[src/rtl/red_pitaya_fads_pkg.sv]
// Shared definitions for the FADS sort sequencer: state encoding and default widths.
package red_pitaya_fads_pkg;

    localparam int CW_DEF = 32;
    localparam int DW_DEF = 24;
    localparam int WW_DEF = 16;

    typedef enum logic [2:0] {
        ST_IDLE    = 3'd0,
        ST_MEASURE = 3'd1,
        ST_DELAY   = 3'd2,
        ST_FIRE    = 3'd3,
        ST_DEAD    = 3'd4
    } fads_state_t;

endpackage

[src/rtl/red_pitaya_fads_sat_cnt.sv]
// Saturating up-counter; clear beats a same-cycle increment.
module red_pitaya_fads_sat_cnt #(
    parameter int W = 32
) (
    input  logic         adc_clk_i,
    input  logic         adc_rst_i,
    input  logic         clr,
    input  logic         inc,
    output logic [W-1:0] cnt
);

    always_ff @(posedge adc_clk_i) begin
        if (adc_rst_i || clr)
            cnt <= '0;
        else if (inc && (cnt != {W{1'b1}}))
            cnt <= cnt + 1'b1;
    end

endmodule

[src/rtl/red_pitaya_fads_sort_seq.sv]
// FADS sort sequencer: qualifies droplet width, waits travel time, fires one ASG
// trigger pulse, then locks out for a dead time. Keeps droplet statistics.
module red_pitaya_fads_sort_seq
    import red_pitaya_fads_pkg::*;
#(
    parameter int CW = CW_DEF,
    parameter int DW = DW_DEF,
    parameter int WW = WW_DEF
) (
    input  logic          adc_clk_i,
    input  logic          adc_rst_i,
    input  logic          sort_trig_i,
    input  logic          enable_i,
    input  logic          clear_cnt_i,
    input  logic [WW-1:0] min_width_i,
    input  logic [WW-1:0] max_width_i,
    input  logic [DW-1:0] delay_i,
    input  logic [WW-1:0] pulse_len_i,
    input  logic [WW-1:0] dead_time_i,
    output logic          asg_trig_o,
    output logic          busy_o,
    output logic [CW-1:0] droplet_cnt_o,
    output logic [CW-1:0] sort_cnt_o,
    output logic [CW-1:0] reject_cnt_o
);

    fads_state_t   state;
    logic          trig_d;
    logic [WW-1:0] width;
    logic [DW-1:0] dcnt;
    logic [WW-1:0] pcnt;
    logic [WW-1:0] tcnt;

    logic rise, fall, width_ok, in_lockout;
    logic droplet_inc, sort_inc, reject_inc;

    assign rise       = sort_trig_i & ~trig_d;
    assign fall       = ~sort_trig_i & trig_d;
    assign width_ok   = (width >= min_width_i) && (width <= max_width_i);
    assign in_lockout = (state == ST_DELAY) || (state == ST_FIRE) || (state == ST_DEAD);

    // Statistics only move while enabled; an abort cycle counts nothing.
    assign droplet_inc = enable_i && (state == ST_MEASURE) && fall;
    assign sort_inc    = enable_i && (state == ST_DELAY) && (dcnt == '0);
    assign reject_inc  = enable_i && (((state == ST_MEASURE) && fall && !width_ok) ||
                                      (in_lockout && rise));

    always_ff @(posedge adc_clk_i) begin
        if (adc_rst_i) begin
            state      <= ST_IDLE;
            trig_d     <= 1'b0;
            width      <= '0;
            dcnt       <= '0;
            pcnt       <= '0;
            tcnt       <= '0;
            asg_trig_o <= 1'b0;
            busy_o     <= 1'b0;
        end else begin
            trig_d <= sort_trig_i;
            if (!enable_i) begin
                state      <= ST_IDLE;
                asg_trig_o <= 1'b0;
                busy_o     <= 1'b0;
            end else begin
                case (state)
                    ST_IDLE: begin
                        if (rise) begin
                            state  <= ST_MEASURE;
                            width  <= WW'(1);
                            busy_o <= 1'b1;
                        end
                    end
                    ST_MEASURE: begin
                        if (fall) begin
                            if (width_ok) begin
                                state <= ST_DELAY;
                                dcnt  <= delay_i;
                            end else begin
                                state  <= ST_IDLE;
                                busy_o <= 1'b0;
                            end
                        end else if (width != {WW{1'b1}}) begin
                            width <= width + 1'b1;
                        end
                    end
                    ST_DELAY: begin
                        if (dcnt == '0) begin
                            state <= ST_FIRE;
                            pcnt  <= (pulse_len_i == '0) ? WW'(1) : pulse_len_i;
                        end else begin
                            dcnt <= dcnt - 1'b1;
                        end
                    end
                    // Output flop lags FIRE entry by one edge, giving the k+delay+2 alignment.
                    ST_FIRE: begin
                        if (pcnt != '0) begin
                            asg_trig_o <= 1'b1;
                            pcnt       <= pcnt - 1'b1;
                        end else begin
                            asg_trig_o <= 1'b0;
                            if (dead_time_i == '0) begin
                                state  <= ST_IDLE;
                                busy_o <= 1'b0;
                            end else begin
                                state <= ST_DEAD;
                                tcnt  <= dead_time_i - 1'b1;
                            end
                        end
                    end
                    ST_DEAD: begin
                        if (tcnt == '0) begin
                            state  <= ST_IDLE;
                            busy_o <= 1'b0;
                        end else begin
                            tcnt <= tcnt - 1'b1;
                        end
                    end
                    default: begin
                        state      <= ST_IDLE;
                        asg_trig_o <= 1'b0;
                        busy_o     <= 1'b0;
                    end
                endcase
            end
        end
    end

    red_pitaya_fads_sat_cnt #(.W(CW)) u_droplet_cnt (
        .adc_clk_i (adc_clk_i),
        .adc_rst_i (adc_rst_i),
        .clr       (clear_cnt_i),
        .inc       (droplet_inc),
        .cnt       (droplet_cnt_o)
    );

    red_pitaya_fads_sat_cnt #(.W(CW)) u_sort_cnt (
        .adc_clk_i (adc_clk_i),
        .adc_rst_i (adc_rst_i),
        .clr       (clear_cnt_i),
        .inc       (sort_inc),
        .cnt       (sort_cnt_o)
    );

    red_pitaya_fads_sat_cnt #(.W(CW)) u_reject_cnt (
        .adc_clk_i (adc_clk_i),
        .adc_rst_i (adc_rst_i),
        .clr       (clear_cnt_i),
        .inc       (reject_inc),
        .cnt       (reject_cnt_o)
    );

endmodule

[config.mk]
export PLATFORM = sky130hd
export DESIGN_NAME = red_pitaya_fads_sort_seq
export DESIGN_NICKNAME = d
export VERILOG_FILES = /design/src/rtl/red_pitaya_fads_pkg.sv /design/src/rtl/red_pitaya_fads_sat_cnt.sv /design/src/rtl/red_pitaya_fads_sort_seq.sv
export SDC_FILE = /design/constraint.sdc
export NUM_CORES = 1
export LEC_CHECK = 0
export CAP_MARGIN = 15
export CORE_MARGIN = 8
export CORE_UTILIZATION = 50
export CTS_BUF_LIST = sky130_fd_sc_hd__clkbuf_4 sky130_fd_sc_hd__clkbuf_8
export DETAILED_ROUTE_END_ITERATION = 8
export DONT_BUFFER_PORTS = 1
export SLEW_MARGIN = 30
export SYNTH_ARGS = -nofsm -noshare
export SYNTH_HDL_FRONTEND = slang
export SYNTH_HIERARCHICAL = 1
export SYNTH_SLANG_ARGS = --single-unit
[constraint.sdc]
create_clock -name adc_clk_i -period 3.8 [get_ports adc_clk_i]
set_input_delay 0.38 -clock adc_clk_i [delete_from_list [all_inputs] [get_ports adc_clk_i]]
set_output_delay 0.38 -clock adc_clk_i [all_outputs]
set_load 0.01 [all_outputs]
Word level (Yosys, flattened, before mapping)
Index checks and enable logic that the tools add are counted.
{"block": "classes", "bitwise": 6, "addsub": 8, "reduce_logical": 35, "n_eq_ne": 22, "n_mux": 33, "order_cmp": 2}
{"operator": "16-bit 2-to-1 mux", "n": 9}
{"operator": "32-bit by 1-bit adder with 32-bit output (second input constant)", "n": 3}
{"operator": "32-bit inequality test (second input constant)", "n": 3}
{"operator": "16-bit case mux with 2 select lines", "n": 3}
{"operator": "24-bit 2-to-1 mux", "n": 3}
{"operator": "16-bit logical NOT", "n": 3}
{"operator": "24-bit case mux with 2 select lines", "n": 1}
{"operator": "16-bit by 1-bit subtractor with 16-bit output (second input constant)", "n": 3}
{"operator": "24-bit logical NOT", "n": 1}
{"operator": "24-bit by 1-bit subtractor with 24-bit output (second input constant)", "n": 1}
{"operator": "5-bit AND reduction", "n": 4}
{"operator": "3-bit 2-to-1 mux", "n": 6}
{"operator": "2-bit inequality test (second input constant)", "n": 9}
{"operator": "16-bit by 1-bit adder with 16-bit output (second input constant)", "n": 1}
{"operator": "16-bit >= comparator", "n": 1}
{"operator": "16-bit less-or-equal comparator", "n": 1}
{"operator": "16-bit inequality test (second input constant)", "n": 1}
{"operator": "16-bit nonzero test", "n": 1}
{"operator": "3-bit case mux with 5 select lines", "n": 1}
{"operator": "1-bit logical AND", "n": 12}
{"operator": "2-bit by 1-bit inequality test with 1-bit output (second input constant)", "n": 5}
{"operator": "2-bit nonzero test", "n": 4}
{"operator": "1-bit 2-to-1 mux", "n": 7}
{"operator": "7-bit AND reduction", "n": 1}
{"operator": "other kinds (14)", "n": 22}
{"block": "word_totals", "ff_bits": 174, "in_bits": 93, "elab_cells": 117, "out_inout_bits": 98}

Logic depth before layout (Yosys ltp)
Gate-level depths: netlist (run 1).
{"block": "logic_depth", "word_depth": 7, "depth_mapped": 13, "mapped_depth_nobuf": 12}

Hierarchy
The synthesis (run 1) kept the hierarchy.
{"mod": "red_pitaya_fads_sort_seq", "n_inst": 1, "cells_per_inst": 797, "area_each_um2": 5821.8, "seq_area_each_um2": 1561.5}
{"mod": "red_pitaya_fads_sat_cnt", "n_inst": 3, "cells_per_inst": 189, "area_each_um2": 1681.6, "seq_area_each_um2": 640.6}

Least setup slack after synthesis (run 1)
OpenSTA, ideal clock, no wires.
{"block": "synth_path", "kind": "input-to-reg", "from": "input port max_width_i[14]", "to": "register u_reject_cnt.cnt[17]", "cell_stages": 13, "t_arrival_ps": 3277, "slack_ps": 455, "cell_sequence": "inv_1 > ha_1 > nand4_1 > nor4_1 > a21boi_0 > o31a_1 > nor2b_1 > o21ai_0 > and3_4 > o311ai_4 > buf_6 > or3_2 > a21oi_2"}
{"block": "synth_via", "elab_chain_len": 7}
{"item": "from (decl)", "line_no": "red_pitaya_fads_sort_seq.sv:16", "rtl": "input logic [WW-1:0] max_width_i,"}
{"item": "16-bit less-or-equal comparator", "line_no": "red_pitaya_fads_sort_seq.sv:39", "rtl": "assign width_ok = (width >= min_width_i) && (width <= max_width_i);"}
{"item": "1-bit logical AND", "line_no": "red_pitaya_fads_sort_seq.sv:39"}
{"item": "1-bit logical NOT", "line_no": "red_pitaya_fads_sort_seq.sv:45", "rtl": "assign reject_inc = enable_i && (((state == ST_MEASURE) && fall && !width_ok) ||"}
{"item": "1-bit logical AND", "line_no": "red_pitaya_fads_sort_seq.sv:45"}
{"item": "1-bit logical OR", "line_no": "red_pitaya_fads_sort_seq.sv:45"}
{"item": "1-bit logical AND", "line_no": "red_pitaya_fads_sort_seq.sv:45"}
{"item": "via reject_inc", "line_no": "red_pitaya_fads_sort_seq.sv:35", "rtl": "logic droplet_inc, sort_inc, reject_inc;"}
{"item": "1-bit logical AND", "line_no": "red_pitaya_fads_sat_cnt.sv:15", "rtl": "else if (inc && (cnt != {W{1'b1}}))"}
{"item": "to (signal assigned)", "line_no": "red_pitaya_fads_sat_cnt.sv:16", "rtl": "cnt <= cnt + 1'b1;"}
{"item": "to (decl)", "line_no": "red_pitaya_fads_sat_cnt.sv:9", "rtl": "output logic [W-1:0] cnt"}
The timed path passes the listed nets, and every way through them passes these cells.
A chain may end at the register's enable or synchronous reset.

Worst setup path after layout (run 1)
{"block": "layout_path", "from": "register width[14]", "to": "register u_reject_cnt.cnt[25]"}
{"block": "layout_via", "elab_chain_len": 7, "word_cells_on_any_way": 8, "classes_between": "order compare: 2; reduce/logical: 6"}
{"item": "from (decl)", "line_no": "red_pitaya_fads_sort_seq.sv:29", "rtl": "logic [WW-1:0] width;"}
{"item": "from (signal assigned)", "line_no": "red_pitaya_fads_sort_seq.sv:83", "rtl": "width <= width + 1'b1;"}
{"item": "16-bit >= comparator or 16-bit less-or-equal comparator (tied branches)", "line_no": "red_pitaya_fads_sort_seq.sv:39"}
{"item": "1-bit logical AND *", "line_no": "red_pitaya_fads_sort_seq.sv:39"}
{"item": "1-bit logical NOT *", "line_no": "red_pitaya_fads_sort_seq.sv:45"}
{"item": "1-bit logical AND *", "line_no": "red_pitaya_fads_sort_seq.sv:45"}
{"item": "1-bit logical OR *", "line_no": "red_pitaya_fads_sort_seq.sv:45"}
{"item": "1-bit logical AND *", "line_no": "red_pitaya_fads_sort_seq.sv:45"}
{"item": "via reject_inc", "line_no": "red_pitaya_fads_sort_seq.sv:35"}
{"item": "1-bit logical AND *", "line_no": "red_pitaya_fads_sat_cnt.sv:15"}
Mark *: on every way through the listed nets, which the timed path passes. The rest lies on a longest branch.

==> results of run 1 <==
logic make-up after synthesis:
kind of cell,count (synthesis),share of synthesized area (%)
AOI/OAI and AO/OA,435,26.2
xor gates and xnor gates,16,1.29
adders and majority gates,39,4.49
buffers and inverters,130,5.77
DFF,174,32.1
muxes,12,1.12
and+or+nand+nor,558,29.0
per-stage QoR:
stage | instance area (um^2) | utilization (%) | total power [mW]
floorplan | 10900 | - | 1.99
global route | 11400 | 52.7 | 3.47
detailed placement | 10900 | 50.6 | 2.01
global placement | 10900 | 50.6 | 2.01
finish | 11400 | 52.7 | 3.32
CTS | 11400 | 52.7 | 3.38
worst max-delay path, cell delays in order (launching register included):
cell and delay (ns):
dfxtp_1 0.39, ha_1 0.34, nand4_1 0.19, nor4_2 0.42, a21boi_0 0.30, o31a_1 0.22, nor2b_1 0.05, o21ai_0 0.14
buf_4 0.19, and3_4 0.22, o311ai_4 0.23, or4_1 0.48, a21oi_2 0.15
final timing paths:
check        startpoint  slack (ns)  cells after the start                   end
min           adc_rst_i        0.04                      1              dcnt[22]
max reg2reg   width[14]        0.42                     12  u_reject_cnt/cnt[25]
min reg2reg    dcnt[17]        0.48                      2              dcnt[17]
max           width[14]        0.42                     12  u_reject_cnt/cnt[25]
cells in the final DEF (no fill, tap or decap), types with 9 or more instances in the layout:
cell,synthesis,layout
o21ai_1,24,24
o211ai_1,15,15
dfxtp_1,174,174
or3_2,12,12
a31oi_1,13,13
buf_4,1,11
and4_1,14,14
a21oi_1,151,151
mux2i_1,11,11
or3_1,68,68
nand2_1,103,102
o31ai_1,40,40
xnor2_1,10,10
nor3_1,25,25
inv_1,61,61
nand4_1,35,35
ha_1,39,39
nor2_1,109,109
a21oi_2,22,22
a211oi_1,9,9
nand3_1,58,58
or4_1,33,33
clkbuf_8,0,17
o21ai_0,86,86
cells in the mapped netlist (7+ instances only):
cell	number	share of area (%)
a21oi_2	22	1.8
ha_1	39	4.5
a21oi_1	151	7.0
nor3_1	25	1.2
inv_1	61	2.1
nand3_1	58	2.7
nand2_2	7	0.40
a211oi_1	9	0.62
nor2b_1	8	0.46
or2_2	7	0.40
o31ai_1	40	2.8
clkbuf_1	35	1.2
and4_1	14	1.1
o21ai_1	24	1.1
xnor2_1	10	0.81
nor4_1	8	0.46
mux2i_1	11	1.0
nand2_1	103	3.6
buf_6	14	1.5
o32ai_1	7	0.56
buf_2	12	0.55
o211ai_1	15	1.0
or3_2	12	0.83
dfxtp_1	174	32
or4_1	33	2.3
o21ai_0	86	4.0
nor2_1	109	3.8
or3_1	68	3.9
and2_1	8	0.46
nand4_1	35	2.0
o21a_1	7	0.48
a31oi_1	13	0.75
per-layer routing:
layer	track usage [%]	part of all wire, %	vias up
li1	-	-	5068
met1	26.5	44	4729
met2	36.0	47	239
met3	7.64	8.2	16
met4	4.00	0.65	2
met5	0	0.044	-
power by group:
part	total (mW)	switching (mW)	internal (mW)
Sequential	1.83	0.00577	1.83
Clock	1.34	0.786	0.552
Combinational	0.152	0.0982	0.0539
flip-flops by register name, indices dropped and copies added (netlist names):
name / count
asg_trig_o: 1
u_droplet_cnt/cnt: 32
width: 16
tcnt: 16
state: 3
busy_o: 1
trig_d: 1
dcnt: 24
u_reject_cnt/cnt: 32
pcnt: 16
u_sort_cnt/cnt: 32
layout make-up:
| class | count | area (um^2) | area share [%] |
|---|---|---|---|
| well taps | 280 | 350 | 3.08 |
| clock inverters | 15 | 165 | 1.45 |
| repair buffers | 15 | 133 | 1.17 |
| clock buffers | 17 | 234 | 2.06 |
| inverters | 63 | 236 | 2.08 |
| flip-flops and latches | 174 | 3480 | 30.6 |
| multi-input cells | 1060 | 6770 | 59.5 |
what timing repair did:
action / CTS / global route
setup endpoints to repair: 0 / 8
hold endpoints to repair: 37 / 0
gates resized for setup: 0 / 1
hold buffers: 4 / 0
==> flow_summary.json, run 1 <==
{
  "status": "finished, final reports clean",
  "vias": 10100,
  "dr.pass1.iters": 5,
  "cp.arrival_ns": 3.78,
  "dp_cells": 1588,
  "routedWlPerCell_um": 18.2,
  "whs_ns": 0.0423,
  "initial_core_util_pct": 50.4,
  "worstPathMaxFanout": 16,
  "drt_iter0_drc": 831,
  "max-vdd-ir-drop_v": 0.000171,
  "grt_pass1_vias": 9338,
  "drc": 0,
  "antennaDiodeCount": 0,
  "worstMarginPinSlew_ns": 0.866,
  "grt_max_degree": 49,
  "overflow": 0,
  "die_w_um": 163,
  "cts.sinks": 174,
  "worstSetupPathType": "register to register",
  "startpoint_type": "register",
  "numCtsBuffers": 17,
  "ios": 191,
  "clock_path_buffers": 2,
  "grt_pass1_wl_um": 47600,
  "synth-edff-count": 0,
  "ant_nets": 0,
  "crit_path_end_kind": "register",
  "areaGrowthSynthToFinish_pct": 4.61,
  "post-dp-hpwl_um": 21000,
  "power_leakage_nw": 3.70,
  "fin_crit_sh_pct": 89.1,
  "pre_cts_ws_ns": 0.304,
  "hold_viol": 0,
  "clkLatencyLatePin_ns": 0.47,
  "yosysWarningCount": 6,
  "layout.nets": 1463,
  "min_period_ns": 3.38,
  "num_rows": 54,
  "antenna_found_initial": 1,
  "synthFlopType": "dfxtp_1",
  "syn_area_um2": 10900,
  "cts_tree": "built",
  "maxSlewViolCount": 0,
  "grt_setup_unrepaired": "no",
  "routabilityCongestion": 0.837,
  "grt_usage_pct": 21.6,
  "critPathRequiredTime_ns": 4.19,
  "syn-num-nets": 1496,
  "maxCapViolCount": 0,
  "setup_violations": 0,
  "min_path_type": "input pin to register",
  "tns_ns": 0,
  "fillers": 2099,
  "post_cts_buffers": 0,
  "syn_inst": 1364,
  "die_y_um": 163,
  "clk_pin_slew_ns": 0.10,
  "coreArea_um2": 21600,
  "yosysSeqAreaShare_pct": 32.1,
  "design.die.area_um2": 26700,
  "skew_ns": 0.0219,
  "async_flop_share_pct": 0,
  "cts_max_level": 4,
  "drive_above_1_share_pct": 11.6,
  "synth_cell_type_count": 88,
  "finalNonFillerCells": 1624,
  "timing.fmax_ghz": 0.295,
  "worst_slack_ns": 0.415,
  "totalWireLength_um": 29600,
  "port_buffers": 0,
  "viasPerCell": 6.19,
  "clock-root-buffer": "clkbuf_8",
  "powerDensity_nw_per_um2": 292,
  "slew_headroom_pct": 42.0,
  "ys_ff_latch": 174,
  "postSynthAreaPerCell_um2": 7.97
}
Power figures use the tool's default switching activity.
==> inputs of run 2 (changes only) <==
Settings changed: CORE_MARGIN 8 to not set.
==> flow_summary.json, run 2 (synthesized netlist as in run 1, its figures left out) <==
{
  "areaGrowthSynthToFinish_pct": 4.21,
  "drt_iter0_drc": 678,
  "design.die.area_um2": 22300,
  "overflow": 0,
  "layout.nets": 1463,
  "max-vdd-ir-drop_v": 0.000217,
  "die_w_um": 149,
  "fin_crit_sh_pct": 90.0,
  "maxSlewViolCount": 0,
  "viasPerCell": 6.19,
  "fillers": 2080,
  "critPathRequiredTime_ns": 4.19,
  "worstPathMaxFanout": 16,
  "grt_setup_unrepaired": "no",
  "setup_violations": 0,
  "grt_pass1_vias": 9134,
  "grt_usage_pct": 25.3,
  "clkLatencyLatePin_ns": 0.47,
  "antenna_found_initial": 1,
  "dp_cells": 1584,
  "status": "finished, final reports clean",
  "ios": 191,
  "maxCapViolCount": 0,
  "num_rows": 53,
  "grt_pass1_wl_um": 45900,
  "clk_pin_slew_ns": 0.10,
  "final_cell_mix": "174 x dfxtp_1, 151 x a21oi_1, 109 x nor2_1, 102 x nand2_1, 86 x o21ai_0",
  "clock_path_buffers": 2,
  "crit_path_end_kind": "register",
  "antennaDiodeCount": 0,
  "cp_cell_sequence": "ha_1 -> nand4_1 -> nor4_2 -> a21boi_0 -> o31a_1 -> nor2b_1 -> o21ai_0 -> buf_4 -> and3_4 -> o311ai_4 -> or4_1 -> a21oi_2",
  "path_delay_family": "simple AND/OR/NAND/NOR gates",
  "vias": 10000,
  "port_buffers": 0,
  "hold_viol": 0,
  "power_leakage_nw": 3.69,
  "numCtsBuffers": 17,
  "slowest_delay_ns": 0.49,
  "clock-root-buffer": "clkbuf_8",
  "cpMaxStageDelayCell": "or4_1",
  "worstSetupPathType": "register to register",
  "startpoint_type": "register",
  "dr.pass1.iters": 6,
  "final_common_cell": "dfxtp_1",
  "min_period_ns": 3.42,
  "cp.arrival_ns": 3.81,
  "whs_ns": 0.0390,
  "timing.fmax_ghz": 0.292,
  "die_y_um": 149,
  "routabilityCongestion": 0.844,
  "path_buf_inv": 1,
  "powerDensity_nw_per_um2": 285,
  "coreArea_um2": 21200,
  "reg_top3": "u_droplet_cnt/cnt (32), u_reject_cnt/cnt (32), u_sort_cnt/cnt (32)",
  "worstMarginPinSlew_ns": 0.879,
  "ant_nets": 0,
  "skew_ns": 0.0226,
  "totalWireLength_um": 28500,
  "cts.sinks": 174,
  "finalNonFillerCells": 1619,
  "routedWlPerCell_um": 17.6,
  "fin_util_pct": 53.5,
  "seq_area_um2": 3480,
  "post-dp-hpwl_um": 20000,
  "post_cts_buffers": 0,
  "tns_ns": 0,
  "grt_max_degree": 49,
  "cts_tree": "built",
  "power.total_mw": 3.23,
  "cts_max_level": 4,
  "slew_headroom_pct": 41.4,
  "drc": 0,
  "multi_input_area_um2": 6770,
  "drive_above_1_share_pct": 11.7,
  "min_path_type": "input pin to register",
  "initial_core_util_pct": 51.4
}
==> run 2: layer usage <==
metal / up-vias / global-route usage, % / part of all wire [%]
met5: - / 0 / 0
met4: 0 / 6.68 / 1.2
met3: 20 / 8.26 / 8.2
met2: 272 / 39.4 / 45
met1: 4675 / 33.4 / 46
li1: 5056 / - / -
==> run 2: report_power, final <==
group	internal, mW	switching, mW	leakage, nW	total, mW
Clock	0.505	0.744	0.194	1.25
Combinational	0.0534	0.0970	2.10	0.150
Sequential	1.83	0.00563	1.40	1.83
Total	2.38	0.847	3.69	3.23
==> run 2: worst paths after layout <==
path | endpoint | start | slack (ns) | cells past startpoint
worst max-delay path | u_reject_cnt/cnt[31] | width[14] | 0.38 | 12
worst min-delay path | tcnt[5] | adc_rst_i | 0.04 | 1
worst max register to register | u_reject_cnt/cnt[31] | width[14] | 0.38 | 12
worst min register to register | dcnt[17] | dcnt[17] | 0.47 | 2
==> run 2: final cells by class <==
cell class,count,share of cell area (%)
Multi-Input combinational cell,1060,59.7
Sequential cell,174,30.8
Tap cell,275,3.04
Clock buffer,20,2.32
Inverter,63,2.09
Timing Repair Buffer,15,1.15
Clock inverter,12,0.906
==> run 2: repair_timing <==
action | in CTS | in global routing
hold endpoints to repair | 30 | 0
hold buffers | 3 | 0
gates resized for setup | 0 | 1
setup endpoints to repair | 0 | 8
==> run 2: metrics by stage <==
step | setup slack [ns] | instance area, um^2
finish | 0.379 | 11300
global route | 0.131 | 11300
CTS | 0.274 | 11300
detailed placement | 0.276 | 10900
global placement | 0.449 | 10900
floorplan | 0.455 | 10900
